[config.mk]
export PLATFORM = sky130hd
export DESIGN_NAME = imu_spi_sampler
export DESIGN_NICKNAME = d
export VERILOG_FILES = /design/src/rtl/imu_spi_sampler_pkg.sv /design/src/rtl/imu_spi_sampler_shifter.sv /design/src/rtl/imu_spi_sampler.sv
export SDC_FILE = /design/constraint.sdc
export NUM_CORES = 1
export LEC_CHECK = 0
export ABC_CLOCK_PERIOD_IN_PS = 3200
export CAP_MARGIN = 10
export CORE_MARGIN = 5
export CORE_UTILIZATION = 29
export CTS_BUF_LIST = sky130_fd_sc_hd__clkbuf_2 sky130_fd_sc_hd__clkbuf_4 sky130_fd_sc_hd__clkbuf_8
export DETAILED_ROUTE_END_ITERATION = 7
export PLACE_DENSITY = 0.54
export REMOVE_ABC_BUFFERS = 1
export SLEW_MARGIN = 20
export SYNTH_ARGS = -nofsm -noshare
export SYNTH_HDL_FRONTEND = slang
export SYNTH_SLANG_ARGS = --single-unit
[constraint.sdc]
create_clock -name clk -period 3.2 [get_ports clk]
set_input_delay 0.48 -clock clk [delete_from_list [all_inputs] [get_ports clk]]
set_output_delay 0.48 -clock clk [all_outputs]
set_load 0.02 [all_outputs]
[src/rtl/imu_spi_sampler_pkg.sv]
//------------------------------------------------------------------------------
// imu_spi_sampler_pkg : command bytes, frame lengths, FSM encoding    rev 1.0
//------------------------------------------------------------------------------
`timescale 1ns/1ps
`default_nettype none

package imu_spi_sampler_pkg;

  localparam logic [7:0] GYRO_CMD     = 8'hE8;  // read, auto-increment, 0x28
  localparam logic [7:0] ACCEL_CMD    = 8'hF4;  // read, multi-byte, 0x34
  localparam logic [7:0] DUMMY_BYTE   = 8'h00;
  localparam int         GYRO_NBYTES  = 3;
  localparam int         ACCEL_NBYTES = 5;
  localparam int         BYTE_IDX_W   = 3;

  typedef enum logic [3:0] {
    ST_IDLE    = 4'd0,
    ST_G_SETUP = 4'd1,
    ST_G_XFER  = 4'd2,
    ST_G_HOLD  = 4'd3,
    ST_GAP     = 4'd4,
    ST_A_SETUP = 4'd5,
    ST_A_XFER  = 4'd6,
    ST_A_HOLD  = 4'd7,
    ST_PUBLISH = 4'd8
  } state_t;

endpackage

`default_nettype wire

[src/rtl/imu_spi_sampler_shifter.sv]
//------------------------------------------------------------------------------
// spi_byte_shifter : one-byte SPI mode-3 master shifter, start/done     rev 1.0
//------------------------------------------------------------------------------
`timescale 1ns/1ps
`default_nettype none

module spi_byte_shifter #(
  parameter int CLK_DIV = 4
) (
  input  logic       clk,
  input  logic       rst,
  input  logic       start,
  input  logic [7:0] tx_data,
  input  logic       miso,
  output logic       sclk,
  output logic       mosi,
  output logic       done,
  output logic [7:0] rx_data
);

  logic       r_busy;
  logic       r_sclk;
  logic       r_mosi;
  logic [7:0] r_div;
  logic [2:0] r_bit;
  logic [7:0] r_sh;
  logic [7:0] r_rx;
  logic       w_half_end;

  assign w_half_end = (r_div == 8'(CLK_DIV - 1));
  // Last cycle of the high half of bit 7; a start here chains bytes gap-free.
  assign done    = r_busy && r_sclk && w_half_end && (r_bit == 3'd7);
  assign sclk    = r_sclk;
  assign mosi    = r_mosi;
  assign rx_data = r_rx;

  always_ff @(posedge clk) begin
    if (rst) begin
      r_busy <= 1'b0;
      r_sclk <= 1'b1;
      r_mosi <= 1'b0;
      r_div  <= 8'd0;
      r_bit  <= 3'd0;
      r_sh   <= 8'd0;
      r_rx   <= 8'd0;
    end else if (start) begin
      r_busy <= 1'b1;
      r_sclk <= 1'b0;
      r_mosi <= tx_data[7];
      r_sh   <= tx_data;
      r_div  <= 8'd0;
      r_bit  <= 3'd0;
    end else if (r_busy) begin
      if (w_half_end) begin
        r_div <= 8'd0;
        if (!r_sclk) begin
          r_sclk <= 1'b1;
          r_rx   <= {r_rx[6:0], miso};
        end else if (r_bit == 3'd7) begin
          r_busy <= 1'b0;
          r_mosi <= 1'b0;
        end else begin
          r_sclk <= 1'b0;
          r_mosi <= r_sh[6];
          r_sh   <= {r_sh[6:0], 1'b0};
          r_bit  <= r_bit + 3'd1;
        end
      end else begin
        r_div <= r_div + 8'd1;
      end
    end
  end

endmodule

`default_nettype wire

[src/rtl/imu_spi_sampler.sv]
//------------------------------------------------------------------------------
// imu_spi_sampler : periodic gyro X / accel Y,Z reader over shared SPI  rev 1.0
//------------------------------------------------------------------------------
`timescale 1ns/1ps
`default_nettype none

module imu_spi_sampler
  import imu_spi_sampler_pkg::*;
#(
  parameter int CLK_DIV    = 4,
  parameter int SAMPLE_DIV = 5000
) (
  input  logic        clk,
  input  logic        RST,
  output logic        spi_sclk,
  output logic        spi_mosi,
  input  logic        spi_miso,
  output logic        gyro_cs_n,
  output logic        accel_cs_n,
  output logic [15:0] gyroData,
  output logic [15:0] y_accel_data,
  output logic [15:0] z_accel_data,
  output logic        data_valid,
  output logic        overrun
);

  localparam int TW = (SAMPLE_DIV > 2) ? $clog2(SAMPLE_DIV) : 1;

  state_t                r_state;
  logic [TW-1:0]         r_tick_cnt;
  logic [7:0]            r_div_cnt;
  logic [BYTE_IDX_W-1:0] r_byte_idx;
  logic                  r_gyro_cs_n;
  logic                  r_accel_cs_n;
  logic [15:0]           r_gyro_sh;
  logic [15:0]           r_y_sh;
  logic [15:0]           r_z_sh;
  logic [15:0]           r_gyro_data;
  logic [15:0]           r_y_data;
  logic [15:0]           r_z_data;
  logic                  r_data_valid;
  logic                  r_overrun;

  logic                  w_tick;
  logic                  w_div_end;
  logic                  w_start;
  logic [7:0]            w_tx;
  logic                  w_done;
  logic [7:0]            w_rx;

  assign w_tick    = (r_tick_cnt == '0);
  assign w_div_end = (r_div_cnt == 8'(CLK_DIV - 1));

  // Reset loads 1 so the first tick lands SAMPLE_DIV-1 cycles after release.
  always_ff @(posedge clk) begin
    if (RST) begin
      r_tick_cnt <= TW'(1);
    end else if (r_tick_cnt == TW'(SAMPLE_DIV - 1)) begin
      r_tick_cnt <= '0;
    end else begin
      r_tick_cnt <= r_tick_cnt + TW'(1);
    end
  end

  always_comb begin
    w_start = 1'b0;
    w_tx    = DUMMY_BYTE;
    case (r_state)
      ST_G_SETUP: if (w_div_end) begin
        w_start = 1'b1;
        w_tx    = GYRO_CMD;
      end
      ST_A_SETUP: if (w_div_end) begin
        w_start = 1'b1;
        w_tx    = ACCEL_CMD;
      end
      ST_G_XFER: w_start = w_done && (r_byte_idx != BYTE_IDX_W'(GYRO_NBYTES - 1));
      ST_A_XFER: w_start = w_done && (r_byte_idx != BYTE_IDX_W'(ACCEL_NBYTES - 1));
      default: ;
    endcase
  end

  spi_byte_shifter #(
    .CLK_DIV (CLK_DIV)
  ) u_shifter (
    .clk     (clk),
    .rst     (RST),
    .start   (w_start),
    .tx_data (w_tx),
    .miso    (spi_miso),
    .sclk    (spi_sclk),
    .mosi    (spi_mosi),
    .done    (w_done),
    .rx_data (w_rx)
  );

  always_ff @(posedge clk) begin
    if (RST) begin
      r_state      <= ST_IDLE;
      r_div_cnt    <= 8'd0;
      r_byte_idx   <= '0;
      r_gyro_cs_n  <= 1'b1;
      r_accel_cs_n <= 1'b1;
      r_gyro_sh    <= 16'd0;
      r_y_sh       <= 16'd0;
      r_z_sh       <= 16'd0;
      r_gyro_data  <= 16'd0;
      r_y_data     <= 16'd0;
      r_z_data     <= 16'd0;
      r_data_valid <= 1'b0;
      r_overrun    <= 1'b0;
    end else begin
      r_data_valid <= 1'b0;
      // Any tick outside IDLE (including PUBLISH) is dropped and flagged.
      r_overrun    <= w_tick && (r_state != ST_IDLE);
      case (r_state)
        ST_IDLE: if (w_tick) begin
          r_state     <= ST_G_SETUP;
          r_gyro_cs_n <= 1'b0;
          r_div_cnt   <= 8'd0;
        end
        ST_G_SETUP: if (w_div_end) begin
          r_state    <= ST_G_XFER;
          r_byte_idx <= '0;
        end else begin
          r_div_cnt <= r_div_cnt + 8'd1;
        end
        ST_G_XFER: if (w_done) begin
          case (r_byte_idx)
            BYTE_IDX_W'(1): r_gyro_sh[7:0]  <= w_rx;
            BYTE_IDX_W'(2): r_gyro_sh[15:8] <= w_rx;
            default: ;
          endcase
          if (r_byte_idx == BYTE_IDX_W'(GYRO_NBYTES - 1)) begin
            r_state   <= ST_G_HOLD;
            r_div_cnt <= 8'd0;
          end else begin
            r_byte_idx <= r_byte_idx + BYTE_IDX_W'(1);
          end
        end
        ST_G_HOLD: if (w_div_end) begin
          r_state     <= ST_GAP;
          r_gyro_cs_n <= 1'b1;
          r_div_cnt   <= 8'd0;
        end else begin
          r_div_cnt <= r_div_cnt + 8'd1;
        end
        ST_GAP: if (w_div_end) begin
          r_state      <= ST_A_SETUP;
          r_accel_cs_n <= 1'b0;
          r_div_cnt    <= 8'd0;
        end else begin
          r_div_cnt <= r_div_cnt + 8'd1;
        end
        ST_A_SETUP: if (w_div_end) begin
          r_state    <= ST_A_XFER;
          r_byte_idx <= '0;
        end else begin
          r_div_cnt <= r_div_cnt + 8'd1;
        end
        ST_A_XFER: if (w_done) begin
          case (r_byte_idx)
            BYTE_IDX_W'(1): r_y_sh[7:0]  <= w_rx;
            BYTE_IDX_W'(2): r_y_sh[15:8] <= w_rx;
            BYTE_IDX_W'(3): r_z_sh[7:0]  <= w_rx;
            BYTE_IDX_W'(4): r_z_sh[15:8] <= w_rx;
            default: ;
          endcase
          if (r_byte_idx == BYTE_IDX_W'(ACCEL_NBYTES - 1)) begin
            r_state   <= ST_A_HOLD;
            r_div_cnt <= 8'd0;
          end else begin
            r_byte_idx <= r_byte_idx + BYTE_IDX_W'(1);
          end
        end
        ST_A_HOLD: if (w_div_end) begin
          r_state      <= ST_PUBLISH;
          r_accel_cs_n <= 1'b1;
        end else begin
          r_div_cnt <= r_div_cnt + 8'd1;
        end
        ST_PUBLISH: begin
          r_gyro_data  <= r_gyro_sh;
          r_y_data     <= r_y_sh;
          r_z_data     <= r_z_sh;
          r_data_valid <= 1'b1;
          r_state      <= ST_IDLE;
        end
        default: r_state <= ST_IDLE;
      endcase
    end
  end

  assign gyro_cs_n    = r_gyro_cs_n;
  assign accel_cs_n   = r_accel_cs_n;
  assign gyroData     = r_gyro_data;
  assign y_accel_data = r_y_data;
  assign z_accel_data = r_z_data;
  assign data_valid   = r_data_valid;
  assign overrun      = r_overrun;

endmodule

`default_nettype wire

==> results.txt, run 1 <==
Commonest non-fill, non-tap cell in the layout = dfxtp_1
Final hold viol count = 0
Die Span Y = 158 um
Power per Cell Area = 547 nW/um2
Post-synth top area cell = dfxtp_1
Crit-path cells = ha_1, nor4b_4, nand4_1, nor4_4, mux2i_1, nor2_1
Critical Path Start Type = flop
CP max stage cell = nor4_4
Worst hold path depth = 2
Initial drt markers = 242
Fin crit period = 2.47 ns
H-tree Lvls = 4
Top FF cell, synth = dfxtp_1
Slew HR = 48.1%
CTS Root Cell = clkbuf_8
Synth Area per Inst = 8.88 um2
Clk_lat worst skew = 0.45 ns
R2r worst-path depth = 6
CTS resizes = 0
Crit path max fanout = 9
Yosys cell types = 60
Status = complete, no violations
Area delta synth->final = 19.9%
CTS buffer count = 17
Io pins = 57
Worst Path Required = 3.54 ns
Net count, final = 764
Pin count of the biggest net entering global routing = 49
Crit-path max cell delay = 0.65 ns
First-pass GRT wire length = 23300 um
Gpl congestion = 0.802
Yosys warns = 0
CTS tree = built
Vias = 4949
Clock Tree Buf Depth = 2
Finished Cell Area = 7570 um2
Overall Power = 4.14 mW
Share of the synthesized area in the top cell type = 49.2%
Reg clk slew, reported paths = 0.09 ns
Setup Skew = 0.0171 ns
Pre-CTS setup slack = 0.731 ns
IO Port Bufs = 56
Diodes inserted = 0
Total GRT Usage = 11.7%
Non-Filler Instances = 1043
Final setup viols = 0
Dpl hpwl = 9520 um
Post-Syn Area = 6310 um2
Max-cap violations = 0
Synth Instances = 711
Hold bufs inserted after CTS = 0
Die Area = 24800 um2
Final hold slack = 0.432 ns
Top post-synthesis cells by area = dfxtp_1 49%, mux2i_1 8.9%, nand2_1 7.3%, a21oi_1 5.9%, nor2_1 5.5%
# rows = 54
DRC = 0
Layout cells sized above 1 = 8.39%
Register area share after synthesis = 49.2%
Slew @ Worst Pin = 0.772 ns
Leakage = 2.78 nW
Detailed Route WL = 14200 um
Crit end category = flop
Most frequent cells in the layout = 155 x dfxtp_1, 122 x nand2_1, 92 x nor2_1, 74 x a21oi_1, 56 x mux2i_1
Die extent in x = 158 um
Buf/Inv on CP = 0
Clk sinks = 155
Routed Antenna Nets = 0
Initial Utilization = 29.2%
Slew Limit Fails = 0
Post-synthesis register bit count = 155
Tightest Hold Check Type = in -> reg
Per-cell routed wire length = 13.6 um
Period utilization = 77.3%
Number of synthesized flops with an enable pin = 0
Vias per cell = 4.74
GR Overflow Total = 0
CP top delay family = simple AND/OR/NAND/NOR gates
Placed cells = 1011
Worst Path Arrival = 2.81 ns
Fmax = 404 MHz
Initial antenna violation count = 0
Setup bufs post-CTS = 0
Drt first pass iters = 4
Setup Crit Path Kind = reg -> reg
Core Area = 21600 um2
Final worst slack = 0.726 ns
Vias in the first global route = 4608
WP depth = 6
DP Area = 7120 um2
VDD IR max = 0.249 mV
Ys async rst share = 0%
RSZ-0062 raised after global routing = no
final cells by class:
class | instances | area, um2
inverter | 10 | 37.5
multi-input combinational | 501 | 3000
timing repair buffer | 65 | 638
sequential | 155 | 3100
fill | 2263 | 14100
clock buffer | 19 | 255
clock inverter | 13 | 189
tap | 280 | 350
worst register-to-register path, stage by stage (launching register included):
cell and delay, ns:
dfxtp_1 0.40, ha_1 0.25, nor4b_4 0.47, nand4_1 0.30
nor4_4 0.65, mux2i_1 0.27, nor2_1 0.05
path summary, 6_finish.rpt:
path                              startpoint                           end  slack, ns
max          u_shifter.r_div[0]$_SDFFE_PP0P_     r_gyro_sh[8]$_SDFFE_PP0P_       0.73
min                                      RST         data_valid$_SDFF_PP0_       0.43
max reg2reg  u_shifter.r_div[0]$_SDFFE_PP0P_     r_gyro_sh[8]$_SDFFE_PP0P_       0.73
min reg2reg           r_z_sh[5]$_SDFFE_PP0P_  z_accel_data[5]$_SDFFE_PP0P_       0.45
logic make-up after synthesis:
| family | share of synthesized area (%) |
|---|---|
| multiplexers | 9.06 |
| AO/OA/AOI/OAI | 10.4 |
| AND/OR/NAND/NOR | 23.0 |
| buffers and inverters | 3.59 |
| adder cells (fa/ha/maj) | 2.18 |
| flip-flops | 49.2 |
| XOR/XNOR | 2.64 |
power by group:
part | internal [mW] | switching [mW] | total (mW) | leakage (nW)
Clock | 0.885 | 0.751 | 1.64 | 0.220
Combinational | 0.149 | 0.323 | 0.471 | 1.31
Sequential | 1.96 | 0.0709 | 2.03 | 1.25
cell usage after synthesis, drive strengths merged, types with 6 or more instances:
library cell / n
xnor2: 7
nand3: 17
xor2: 12
or4: 8
mux2i: 56
nand2: 122
dfxtp: 155
ha: 11
inv: 10
nor3: 7
a21oi: 75
o21ai: 13
nor2: 93
o31ai: 7
and4: 6
buf: 10
nand4: 11
clkbuf: 35
stage by stage:
step,TNS (ns),utilization (%)
final,0,35.0
after global routing,0,35.0
after CTS,0,35.0
after detailed placement,0,33.0
after global placement,0,33.0
after floorplan,-61.96,-
registers in the layout (all words and copies together), names as in the netlist, 3 cells and up:
signal / cells
r_z_sh: 16
z_accel_data: 16
r_state: 4
r_y_sh: 16
u_shifter.r_div: 8
r_tick_cnt: 13
y_accel_data: 16
u_shifter.r_sh: 5
gyroData: 16
u_shifter.r_bit: 3
r_div_cnt: 8
r_gyro_sh: 16
u_shifter.rx_data: 8
r_byte_idx: 3
metal layers:
layer / vias to the layer above / share of wire (%) / GRT usage, %
met5: - / 0 / 0
met4: 0 / 1.3 / 4.06
met3: 12 / 4.3 / 2.72
met2: 80 / 45 / 17.9
met1: 2335 / 50 / 16.1
li1: 2522 / - / -
No activity file was read; power rests on OpenSTA's default activity.
==> run 2: changes to the inputs <==
- ABC_CLOCK_PERIOD_IN_PS: 3200 -> 2000
- PLACE_DENSITY: 0.54 -> 0.55
- clock period: 3.2 -> 2 ns (I/O delays scaled with it)
==> run 2 against run 1 <==
  * Routed wire length is 5.5% higher
  * Sequential share of layout area is 4.2 points lower
  * Clock power is 51% higher
  * Global-route usage is 0.55 points higher
  * Die area stayed put
  * Critical path type unchanged
  * Design area is 12% higher
  * Maximum frequency is 26% higher
  * Sequential power is 58% higher
==> results.txt, run 2 (synthesized netlist as in run 1, its figures left out) <==
Slew Limit Fails = 0
Reg clk slew, reported paths = 0.10 ns
Area delta synth->final = 34.3%
Initial antenna violation count = 0
Clk_lat worst skew = 0.45 ns
DRC = 0
Layout cells sized above 1 = 22.2%
Net count, final = 838
Setup Crit Path Kind = reg -> reg
CP top delay family = simple AND/OR/NAND/NOR gates
CTS buffer count = 17
Routed Antenna Nets = 0
Core Area = 21600 um2
Clock Tree Buf Depth = 2
Crit-path max cell delay = 0.54 ns
Diodes inserted = 0
Vias per cell = 4.62
Initial Utilization = 29.2%
Final setup TNS = 0 ns
Die extent in x = 158 um
Crit end category = flop
Die Span Y = 158 um
Worst Path Required = 2.39 ns
Vias = 5155
Leakage = 3.21 nW
Dpl hpwl = 9910 um
Detailed Route WL = 14900 um
Most frequent cells in the layout = 143 x dfxtp_1, 121 x nand2_1, 89 x nor2_1, 72 x buf_4, 67 x a21oi_1
Die Area = 24800 um2
Pin count of the biggest net entering global routing = 66
Final setup viols = 0
Fin crit period = 1.96 ns
GR Overflow Total = 0
Critical Path Start Type = flop
H-tree Lvls = 4
Slew @ Worst Pin = 0.508 ns
Slew HR = 65.8%
Per-cell routed wire length = 13.4 um
Clk sinks = 155
Non-Filler Instances = 1117
CTS tree = built
Power per Cell Area = 846 nW/um2
Commonest non-fill, non-tap cell in the layout = dfxtp_1
Setup Skew = 0.0168 ns
IO Port Bufs = 56
Period utilization = 97.8%
Drt first pass iters = 5
Final Util = 39.2%
First-pass GRT wire length = 24700 um
Placed cells = 1074
Max-cap violations = 0
Final worst slack = 0.0431 ns
RSZ-0062 raised after global routing = yes
CP max stage cell = or4_1
Status = complete, no violations
Io pins = 57
# rows = 54
Worst Path Arrival = 2.35 ns
Buf/Inv on CP = 2
Tightest Hold Check Type = in -> reg
Crit-path cells = nor4_2, buf_4, nand4_1, buf_6, a22o_4, or4_1, a21oi_2
Total GRT Usage = 12.2%
Vias in the first global route = 4985
VDD IR max = 0.464 mV
Final hold viol count = 0
Crit path max fanout = 7
CTS Root Cell = clkbuf_8
Fmax = 511 MHz
Gpl congestion = 0.775
Hold bufs inserted after CTS = 0
Pre-CTS setup slack = -0.136 ns
Initial drt markers = 155
[run 2: repair_timing]
item	in CTS	in global routing
setup endpoints to repair	17	55
buffers inserted	2	8
resized for setup	13	54
pin swaps	9	17
cloned	1	0
[run 2: worst paths after layout]
kind,start,end,slack (ns),depth (start not counted)
worst min-delay path,RST,u_shifter.rx_data[4]$_SDFFE_PP0P_,0.20,2
worst max-delay path,r_tick_cnt[3]$_SDFF_PP0_,r_div_cnt[6]$_SDFFE_PP0P_,0.04,7
worst min register to register,r_y_sh[10]$_SDFFE_PP0P_,y_accel_data[10]$_SDFFE_PP0P_,0.45,2
worst max register to register,r_tick_cnt[3]$_SDFF_PP0_,r_div_cnt[6]$_SDFFE_PP0P_,0.04,7
[run 2: metrics by stage]
step                      total power, mW  hold slack, ns  cell area (um2)
after floorplan                      3.82           0.369             6120
after global placement               4.41           0.439             7680
after detailed placement             4.41           0.441             7680
after CTS                            7.00           0.172             8180
after global routing                 7.53           0.176             8480
final                                7.17           0.201             8480
[run 2: area by class of cell]
class                   instances  area (um2)
multi-input cells             502        3270
inverters                      10        37.5
clock inverters                15         179
clock buffers                  17         234
fillers                      2200       13100
well taps                     280         350
repair buffers                138        1280
flip-flops and latches        155        3120
[run 2: layer usage]
| metal | global-route usage (%) | vias up | share of wire, % |
|---|---|---|---|
| met2 | 19.4 | 66 | 47 |
| met1 | 16.3 | 2413 | 48 |
| met3 | 3.24 | 12 | 3.5 |
| met4 | 3.77 | 0 | 1.2 |
| met5 | 0 | - | 0 |
| li1 | - | 2664 | - |
[run 2: report_power, final]
part	leakage, nW	switching (mW)	total (mW)	internal [mW]
registers	1.26	0.0691	3.21	3.14
logic	1.74	0.818	1.49	0.669
clock network	0.211	1.31	2.47	1.16
[run 2: worst reg2reg max path, delay by kind of cell, from the launching register on]
family          cells  cell delay [ns]
buf+inv             2             0.30
compound gates      2             0.38
simple gates        3             0.90
flops               1             0.34
